**src/rtl/spi_ctrl_pkg.sv**
```systemverilog
// Shared definitions for the SPI transaction arbiter: FSM states, master
// register encodings and a helper that builds the CONFIG byte.
package spi_ctrl_pkg;

    typedef enum logic [2:0] {
        IDLE,
        CFG,
        TXW,
        CMD,
        POLL,
        RD,
        DONE,
        GAP
    } state_t;

    // CONFIG register field offsets: {CLKDIV[3:0], slave[1:0], mode[1:0]}
    localparam int CFG_MODE_LSB  = 0;
    localparam int CFG_SLAVE_LSB = 2;
    localparam int CFG_DIV_LSB   = 4;

    localparam logic [7:0] CMD_START      = 8'h01;
    localparam int         STATE_BUSY_BIT = 0;

    function automatic logic [7:0] make_config(input logic [3:0] div,
                                               input logic [1:0] slave,
                                               input logic [1:0] mode);
        logic [7:0] cfg;
        cfg = '0;
        cfg[CFG_DIV_LSB   +: 4] = div;
        cfg[CFG_SLAVE_LSB +: 2] = slave;
        cfg[CFG_MODE_LSB  +: 2] = mode;
        return cfg;
    endfunction

endpackage

```
**src/rtl/rr_arbiter.sv**
```systemverilog
// Combinational round-robin pick: first set request bit at or after ptr,
// wrapping around. Returns the winning index and whether any bit was set.
module rr_arbiter #(
    parameter int N = 4
) (
    input  logic [N-1:0] req,
    input  logic [1:0]   ptr,
    output logic [1:0]   idx,
    output logic         valid
);

    logic [2*N-1:0] dbl;
    logic [N-1:0]   rot;
    logic [1:0]     off;
    logic [2:0]     sum;

    // Rotate so the pointer position lands at bit 0.
    assign dbl = {req, req};
    assign rot = N'(dbl >> ptr);

    // Lowest set bit of the rotated vector, mapped back to a requester index.
    always_comb begin
        // NOTE: every comb output gets a default first so no path can infer a latch.
        valid = |req;
        off   = '0;
        for (int k = N - 1; k >= 0; k--) begin
            if (rot[k]) off = 2'(k);
        end
        sum = {1'b0, ptr} + {1'b0, off};
        idx = (sum >= 3'(N)) ? 2'(sum - 3'(N)) : sum[1:0];
    end

endmodule

```
**src/rtl/spi_txn_arbiter.sv**
```systemverilog
// Shares one spi_master5 register port among up to four requesters. Each
// grant runs CONFIG write, TX write, start command, status polling and an RX
// read, then pulses ack to the granted requester.
module spi_txn_arbiter
    import spi_ctrl_pkg::*;
#(
    parameter int         NREQ     = 4,
    parameter logic [3:0] CLKDIV   = 4'd2,
    parameter logic [7:0] POLL_MAX = 8'd200
) (
    input  logic                PCLK,
    input  logic                PRESETn,
    input  logic [NREQ-1:0]     req,
    input  logic [2*NREQ-1:0]   req_slave,
    input  logic [2*NREQ-1:0]   req_mode,
    input  logic [8*NREQ-1:0]   req_tx,
    output logic [NREQ-1:0]     ack,
    output logic                err,
    output logic [7:0]          rx_data,
    output logic                busy,
    output logic [1:0]          grant_id,
    output logic                WR0,
    output logic                WR1,
    output logic                WR2,
    output logic                WR3,
    output logic                DR0,
    output logic                DR1,
    output logic                DR2,
    output logic                DR3,
    output logic [7:0]          PWDATA,
    input  logic [7:0]          PRDATA
);

    state_t      state;
    logic [1:0]  rr_ptr;
    logic [1:0]  tx_pad;
    logic [7:0]  tx_q;
    logic [7:0]  poll_cnt;

    logic [1:0]  pick_idx;
    logic        pick_valid;
    logic [1:0]  sel_slave;
    logic [1:0]  sel_mode;
    logic [7:0]  sel_tx;
    logic [1:0]  ptr_next;
    logic [NREQ-1:0] ack_onehot;

    // RX register and the unused strobes are never driven by this block.
    assign WR2 = 1'b0;
    assign DR2 = 1'b0;
    assign DR3 = 1'b0;
    assign tx_pad = 2'b00;

    rr_arbiter #(.N(NREQ)) u_rr (
        .req   (req),
        .ptr   (rr_ptr),
        .idx   (pick_idx),
        .valid (pick_valid)
    );

    // Mux the winning requester's fields and derive the next pointer / ack mask.
    always_comb begin
        sel_slave  = '0;
        sel_mode   = '0;
        sel_tx     = '0;
        ack_onehot = '0;
        for (int i = 0; i < NREQ; i++) begin
            if (pick_idx == 2'(i)) begin
                sel_slave = req_slave[2*i +: 2];
                sel_mode  = req_mode[2*i +: 2];
                sel_tx    = req_tx[8*i +: 8];
            end
            ack_onehot[i] = (grant_id == 2'(i));
        end
        ptr_next = (pick_idx == 2'(NREQ - 1)) ? 2'd0 : pick_idx + 2'd1;
    end

    // Transaction FSM; strobes and PWDATA are registered alongside the state
    // so each strobe is high exactly while its state is current.
    always_ff @(posedge PCLK or negedge PRESETn) begin
        if (!PRESETn) begin
            state    <= IDLE;
            rr_ptr   <= '0;
            tx_q     <= '0;
            poll_cnt <= '0;
            grant_id <= '0;
            busy     <= 1'b0;
            ack      <= '0;
            err      <= 1'b0;
            rx_data  <= '0;
            WR0      <= 1'b0;
            WR1      <= 1'b0;
            WR3      <= 1'b0;
            DR0      <= 1'b0;
            DR1      <= 1'b0;
            PWDATA   <= '0;
        end else begin
            // NOTE: non-blocking assignments here; the defaults below are
            // overridden by the later assignment in the same case branch.
            WR0    <= 1'b0;
            WR1    <= 1'b0;
            WR3    <= 1'b0;
            DR0    <= 1'b0;
            DR1    <= 1'b0;
            PWDATA <= '0;
            ack    <= '0;
            unique case (state)
                IDLE: begin
                    if (pick_valid) begin
                        grant_id <= pick_idx;
                        tx_q     <= sel_tx;
                        rr_ptr   <= ptr_next;
                        busy     <= 1'b1;
                        WR0      <= 1'b1;
                        PWDATA   <= make_config(CLKDIV, sel_slave, sel_mode);
                        state    <= CFG;
                    end
                end
                CFG: begin
                    WR1    <= 1'b1;
                    PWDATA <= tx_q;
                    state  <= TXW;
                end
                TXW: begin
                    WR3      <= 1'b1;
                    PWDATA   <= CMD_START | {6'b0, tx_pad};
                    poll_cnt <= '0;
                    state    <= CMD;
                end
                CMD: begin
                    DR0   <= 1'b1;
                    state <= POLL;
                end
                POLL: begin
                    // The first sample is skipped: the master's busy flag
                    // rises one cycle after the start command.
                    if (poll_cnt != 8'd0 && !PRDATA[STATE_BUSY_BIT]) begin
                        DR1   <= 1'b1;
                        state <= RD;
                    end else if (poll_cnt == POLL_MAX - 8'd1) begin
                        err     <= 1'b1;
                        rx_data <= '0;
                        ack     <= ack_onehot;
                        state   <= DONE;
                    end else begin
                        DR0      <= 1'b1;
                        poll_cnt <= poll_cnt + 8'd1;
                    end
                end
                RD: begin
                    err     <= 1'b0;
                    rx_data <= PRDATA;
                    ack     <= ack_onehot;
                    state   <= DONE;
                end
                DONE: begin
                    busy  <= 1'b0;
                    state <= GAP;
                end
                GAP: begin
                    // Requests are ignored here so a requester that just got
                    // its ack and drops req is not granted again.
                    state <= IDLE;
                end
                default: state <= IDLE;
            endcase
        end
    end

endmodule

```
**config.mk**
```make
export PLATFORM = sky130hd
export DESIGN_NAME = spi_txn_arbiter
export DESIGN_NICKNAME = d
export VERILOG_FILES = /design/src/rtl/spi_ctrl_pkg.sv /design/src/rtl/rr_arbiter.sv /design/src/rtl/spi_txn_arbiter.sv
export SDC_FILE = /design/constraint.sdc
export NUM_CORES = 1
export LEC_CHECK = 0
export BUFFER_PORTS_ARGS = -buffer_cell sky130_fd_sc_hd__buf_2
export CAP_MARGIN = 20
export CORE_MARGIN = 3
export CORE_UTILIZATION = 47
export CTS_CLUSTER_SIZE = 8
export DETAILED_ROUTE_END_ITERATION = 16
export HOLD_SLACK_MARGIN = 0.12
export PLACE_DENSITY = 0.76
export SETUP_SLACK_MARGIN = 0.02
export SYNTH_ARGS = -nofsm -noshare
export SYNTH_HDL_FRONTEND = slang
export SYNTH_SLANG_ARGS = --single-unit
```
**constraint.sdc**
```tcl
create_clock -name PCLK -period 4.4 [get_ports PCLK]
set_input_delay 0.88 -clock PCLK [delete_from_list [all_inputs] [get_ports PCLK]]
set_output_delay 0.88 -clock PCLK [all_outputs]
set_load 0.005 [all_outputs]
```
==> reports/results.tsv <==
stage	metric	value	unit
cts	CTS sink cnt	50	
grt	grt met2 use	33.3	%
synth	Seq cells post-synth	50	
synth	Synth Instances	274	
floorplanning	initial core utilization	49.8	%
grt	grt total ovfl	0	
sta	period utilization	76.4	%
setup_path	worst reg2reg startpoint	rr_ptr[1]$_DFFE_PN0P_	
synth	top cells by area, synth	dfrtp_1 48%, a21oi_1 5.2%, o21ai_0 4.6%	
synth	Main synth FF type	dfrtp_1	
sta	Slew Limit Fails	0	
floorplanning	Die Span X	80.2	um
synth	yosys warns	0	
cts	Clock Root Buffer	clkbuf_8	
grt	grt met3 use	4.71	%
floorplanning	placement row count	26	
cts	CTS buffer count	5	
sta	Final Hold Viols	0	
setup_path	worst reg2reg setup slack	1.17	ns
final_layout	most common cell after layout, fill and taps aside	buf_2	
placement	pre-CTS setup slack	0.714	ns
routing	Via-to-Cell Ratio	5.28	
pwr	Lkg Pwr	0.00154	uW
setup_path	CP arrival	3.52	ns
final_layout	Multi-input gate area	0.00118	mm2
cts	Worst-path clk slew	0.09	ns
final_layout	Fillers	475	
synth	syn_area_per_cell	9.45	um2
setup_path	slowest CP cell	ha_1	
final_layout	Final nets	425	
final_layout	n_diodes	0	
routing	vias post-DR	2253	
setup_path	Cell Chain, Critical Path	buf_2 -> inv_1 -> a2bb2oi_1 -> nor2_1 -> a21oi_1 -> a21oi_1 -> ha_1 -> xnor2_1 -> xnor2_1 -> inv_1 -> ha_1 -> nor2b_1 -> buf_4 -> a221oi_1 -> nor3_1 -> a21oi_1 -> o21ai_0	
cts	TritonCTS clock tree	built	
final_layout	share of layout cells above drive strength 1	31.1	%
routing	final antenna-violating net count	0	
cts	Worst-Skew Late Latency	0.31	ns
synth	Synth async-reset ratio	100	%
cts	postcts setup bufs	0	
cts	hold-fix buffers at CTS	0	
sta	Worst-Margin Slew	1.03	ns
setup_path	Critical Path Most Common Cell	a21oi_1	
placement	routability cong.	0.781	
cts	CTS H-tree depth	2	
grt	vias in the first global route	2209	
setup_path	worst-path maximum fanout	14	
placement	HPWL Detailed	4300	um
sta	Tmin final	3.36	ns
pwr	PD cells	729	mW/mm2
synth	sequential area share after synthesis	48.3	%
setup_path	startpoint class of the critical path	input pin	
final_layout	area delta synth->final	21.7	%
grt	largest net degree at the start of global routing	51	
synth	distinct cell type count after synthesis	47	
run_status	outcome	complete, no violations	
cts	CTS resizes	0	
routing	drt initial violations	90	
setup_path	Critical Path RT	4.56	ns
final_layout	Finished Core Util	60.6	%
synth	largest area contributor in the netlist	dfrtp_1	
floorplanning	core box area	0.00520	mm2
setup_path	delay-heaviest family, CP	compound AO/OA/AOI/OAI gates	
setup_path	Worst Path Buf+Inv	4	
sta	setup violators final	0	
synth	Synth Cell Area	0.00259	mm2
grt	antenna violations before repair	0	
setup_path	R2R depth	16	
setup_path	class of the most critical setup path	in2reg	
floorplanning	die area	0.00644	mm2
grt	GRT Max-Usage Layer	met2	
sta	fin worst setup slack	1.04	ns
routing	first-pass iteration count of the detailed router	4	
routing	wire length per cell	13.4	um
sta	Final TNS setup	0	ns
routing	DRC errors left	0	
sta	Slew headroom	30.9	%
synth	post-synth top area share	48.3	%
pwr	Max IR drop VDD	0.000638	V
floorplanning	Ports	94	
setup_path	max incr delay on CP	0.43	ns
routing	final WL	5730	um
grt	GRT met1 Usage	24.4	%
synth	number of synthesized flops with an enable pin	0	
cts	Clock Path Buffers	2	
sta	RSZ-0062 raised after global routing	false	
job	max-cap viol count	0	
placement	Buffers on Ports	90	
setup_path	instance count on the critical path	17	
sta	fmax	0.298	GHz
floorplanning	die extent in y	80.2	um
grt	first-pass GRT wire length	9890	um
final_layout	Reg area	0.00125	mm2
setup_path	crit end category	flip-flop	
grt	Total GRT Usage	19.8	%
final_layout	commonest cells after routing, fill and taps aside	90 x buf_2, 50 x dfrtp_1, 27 x a21oi_1	
sta	Worst Skew	0.00623	ns
hold_path	Hold Crit Class	in2async	
setup_path	RR Endpoint	tx_q[7]$_DFFE_PN0P_	
layer usage:
layer,vias up,routed length (um)
li1,1135,-
met1,1020,2440
met2,91,2740
met3,7,450
met4,0,100
met5,-,0
power breakdown:
part	switching [uW]	internal, uW	leakage [uW]	total, uW
sequential	141	626	0.000651	767
clock	155	112	0.0000441	267
combinational	688	577	0.000841	1260
flip-flops by register name, indices dropped and copies added, names as in the netlist:
register	cells
err	1
rx_data	8
WR3	1
state	3
WR1	1
DR1	1
rr_ptr	2
grant_id	2
busy	1
ack	4
poll_cnt	8
tx_q	8
DR0	1
WR0	1
PWDATA	8
synthesized netlist by cell type, drive strengths merged, types with 2 or more instances:
| master | n |
|---|---|
| o21a | 2 |
| and3 | 2 |
| ha | 7 |
| nand2 | 23 |
| xnor2 | 3 |
| nand2b | 3 |
| nor2b | 15 |
| nand3 | 6 |
| or3 | 6 |
| inv | 13 |
| nor2 | 6 |
| a21oi | 28 |
| and2 | 4 |
| a221oi | 11 |
| a22o | 8 |
| dfrtp | 50 |
| o21ai | 24 |
| nor4 | 2 |
| clkbuf | 14 |
| mux2 | 2 |
| nor3 | 18 |
| or2 | 2 |
| nor3b | 2 |
| buf | 6 |
cells by family (layout without fill, tap and decap cells):
| logic type | Yosys count | in the layout | synth area share, % |
|---|---|---|---|
| multiplexers | 2 | 2 | 0.870 |
| other | 1 | 3 | 0.145 |
| XOR/XNOR | 3 | 3 | 1.01 |
| adder cells (fa/ha/maj) | 7 | 7 | 3.38 |
| flip-flops | 50 | 50 | 48.3 |
| AND/OR/NAND/NOR | 94 | 94 | 19.5 |
| AO/OA/AOI/OAI | 83 | 83 | 20.5 |
| buffers and inverters | 34 | 115 | 6.23 |
worst max path at each step:
stage | endpoint | from
after CTS | tx_q[7]$_DFFE_PN0P_ | req[2]
final | tx_q[7]$_DFFE_PN0P_ | req[2]
after detailed placement | tx_q[7]$_DFFE_PN0P_ | req[2]
after global routing | PWDATA[3]$_DFF_PN0_ | req[2]
after global placement | PWDATA[3]$_DFF_PN0_ | req[2]
after floorplan | PWDATA[2]$_DFF_PN0_ | req[2]
cell type report:
type / instances / area share, %
Clock inverter: 3 / 0.675
Inverter: 14 / 1.67
Multi-Input combinational cell: 192 / 37.6
Tap cell: 70 / 2.78
Clock buffer: 5 / 2.18
Timing Repair Buffer: 93 / 15.4
Sequential cell: 50 / 39.7
per-stage QoR:
step	cells	power [uW]	area, um2	hold slack, ns
6_report	427	2300	3150	0.404
5_1_grt	427	2560	3150	0.398
4_1_cts	426	2320	3130	0.492
3_5_place_dp	418	2050	3040	0.469
3_3_place_gp	418	2010	3040	0.456
2_1_floorplan	276	1740	2600	0.442
worst register-to-register path: stages, from the launching register on:
cell,delay (ns)
dfrtp_1,0.48
nand2b_1,0.21
a2bb2oi_1,0.17
nor2_1,0.06
a21oi_1,0.12
a21oi_1,0.09
ha_1,0.20
xnor2_1,0.13
xnor2_1,0.19
inv_1,0.12
ha_1,0.43
nor2b_1,0.09
buf_4,0.19
a221oi_1,0.27
nor3_1,0.08
a21oi_1,0.16
o21ai_0,0.10
(Power assumes the default switching activity.)
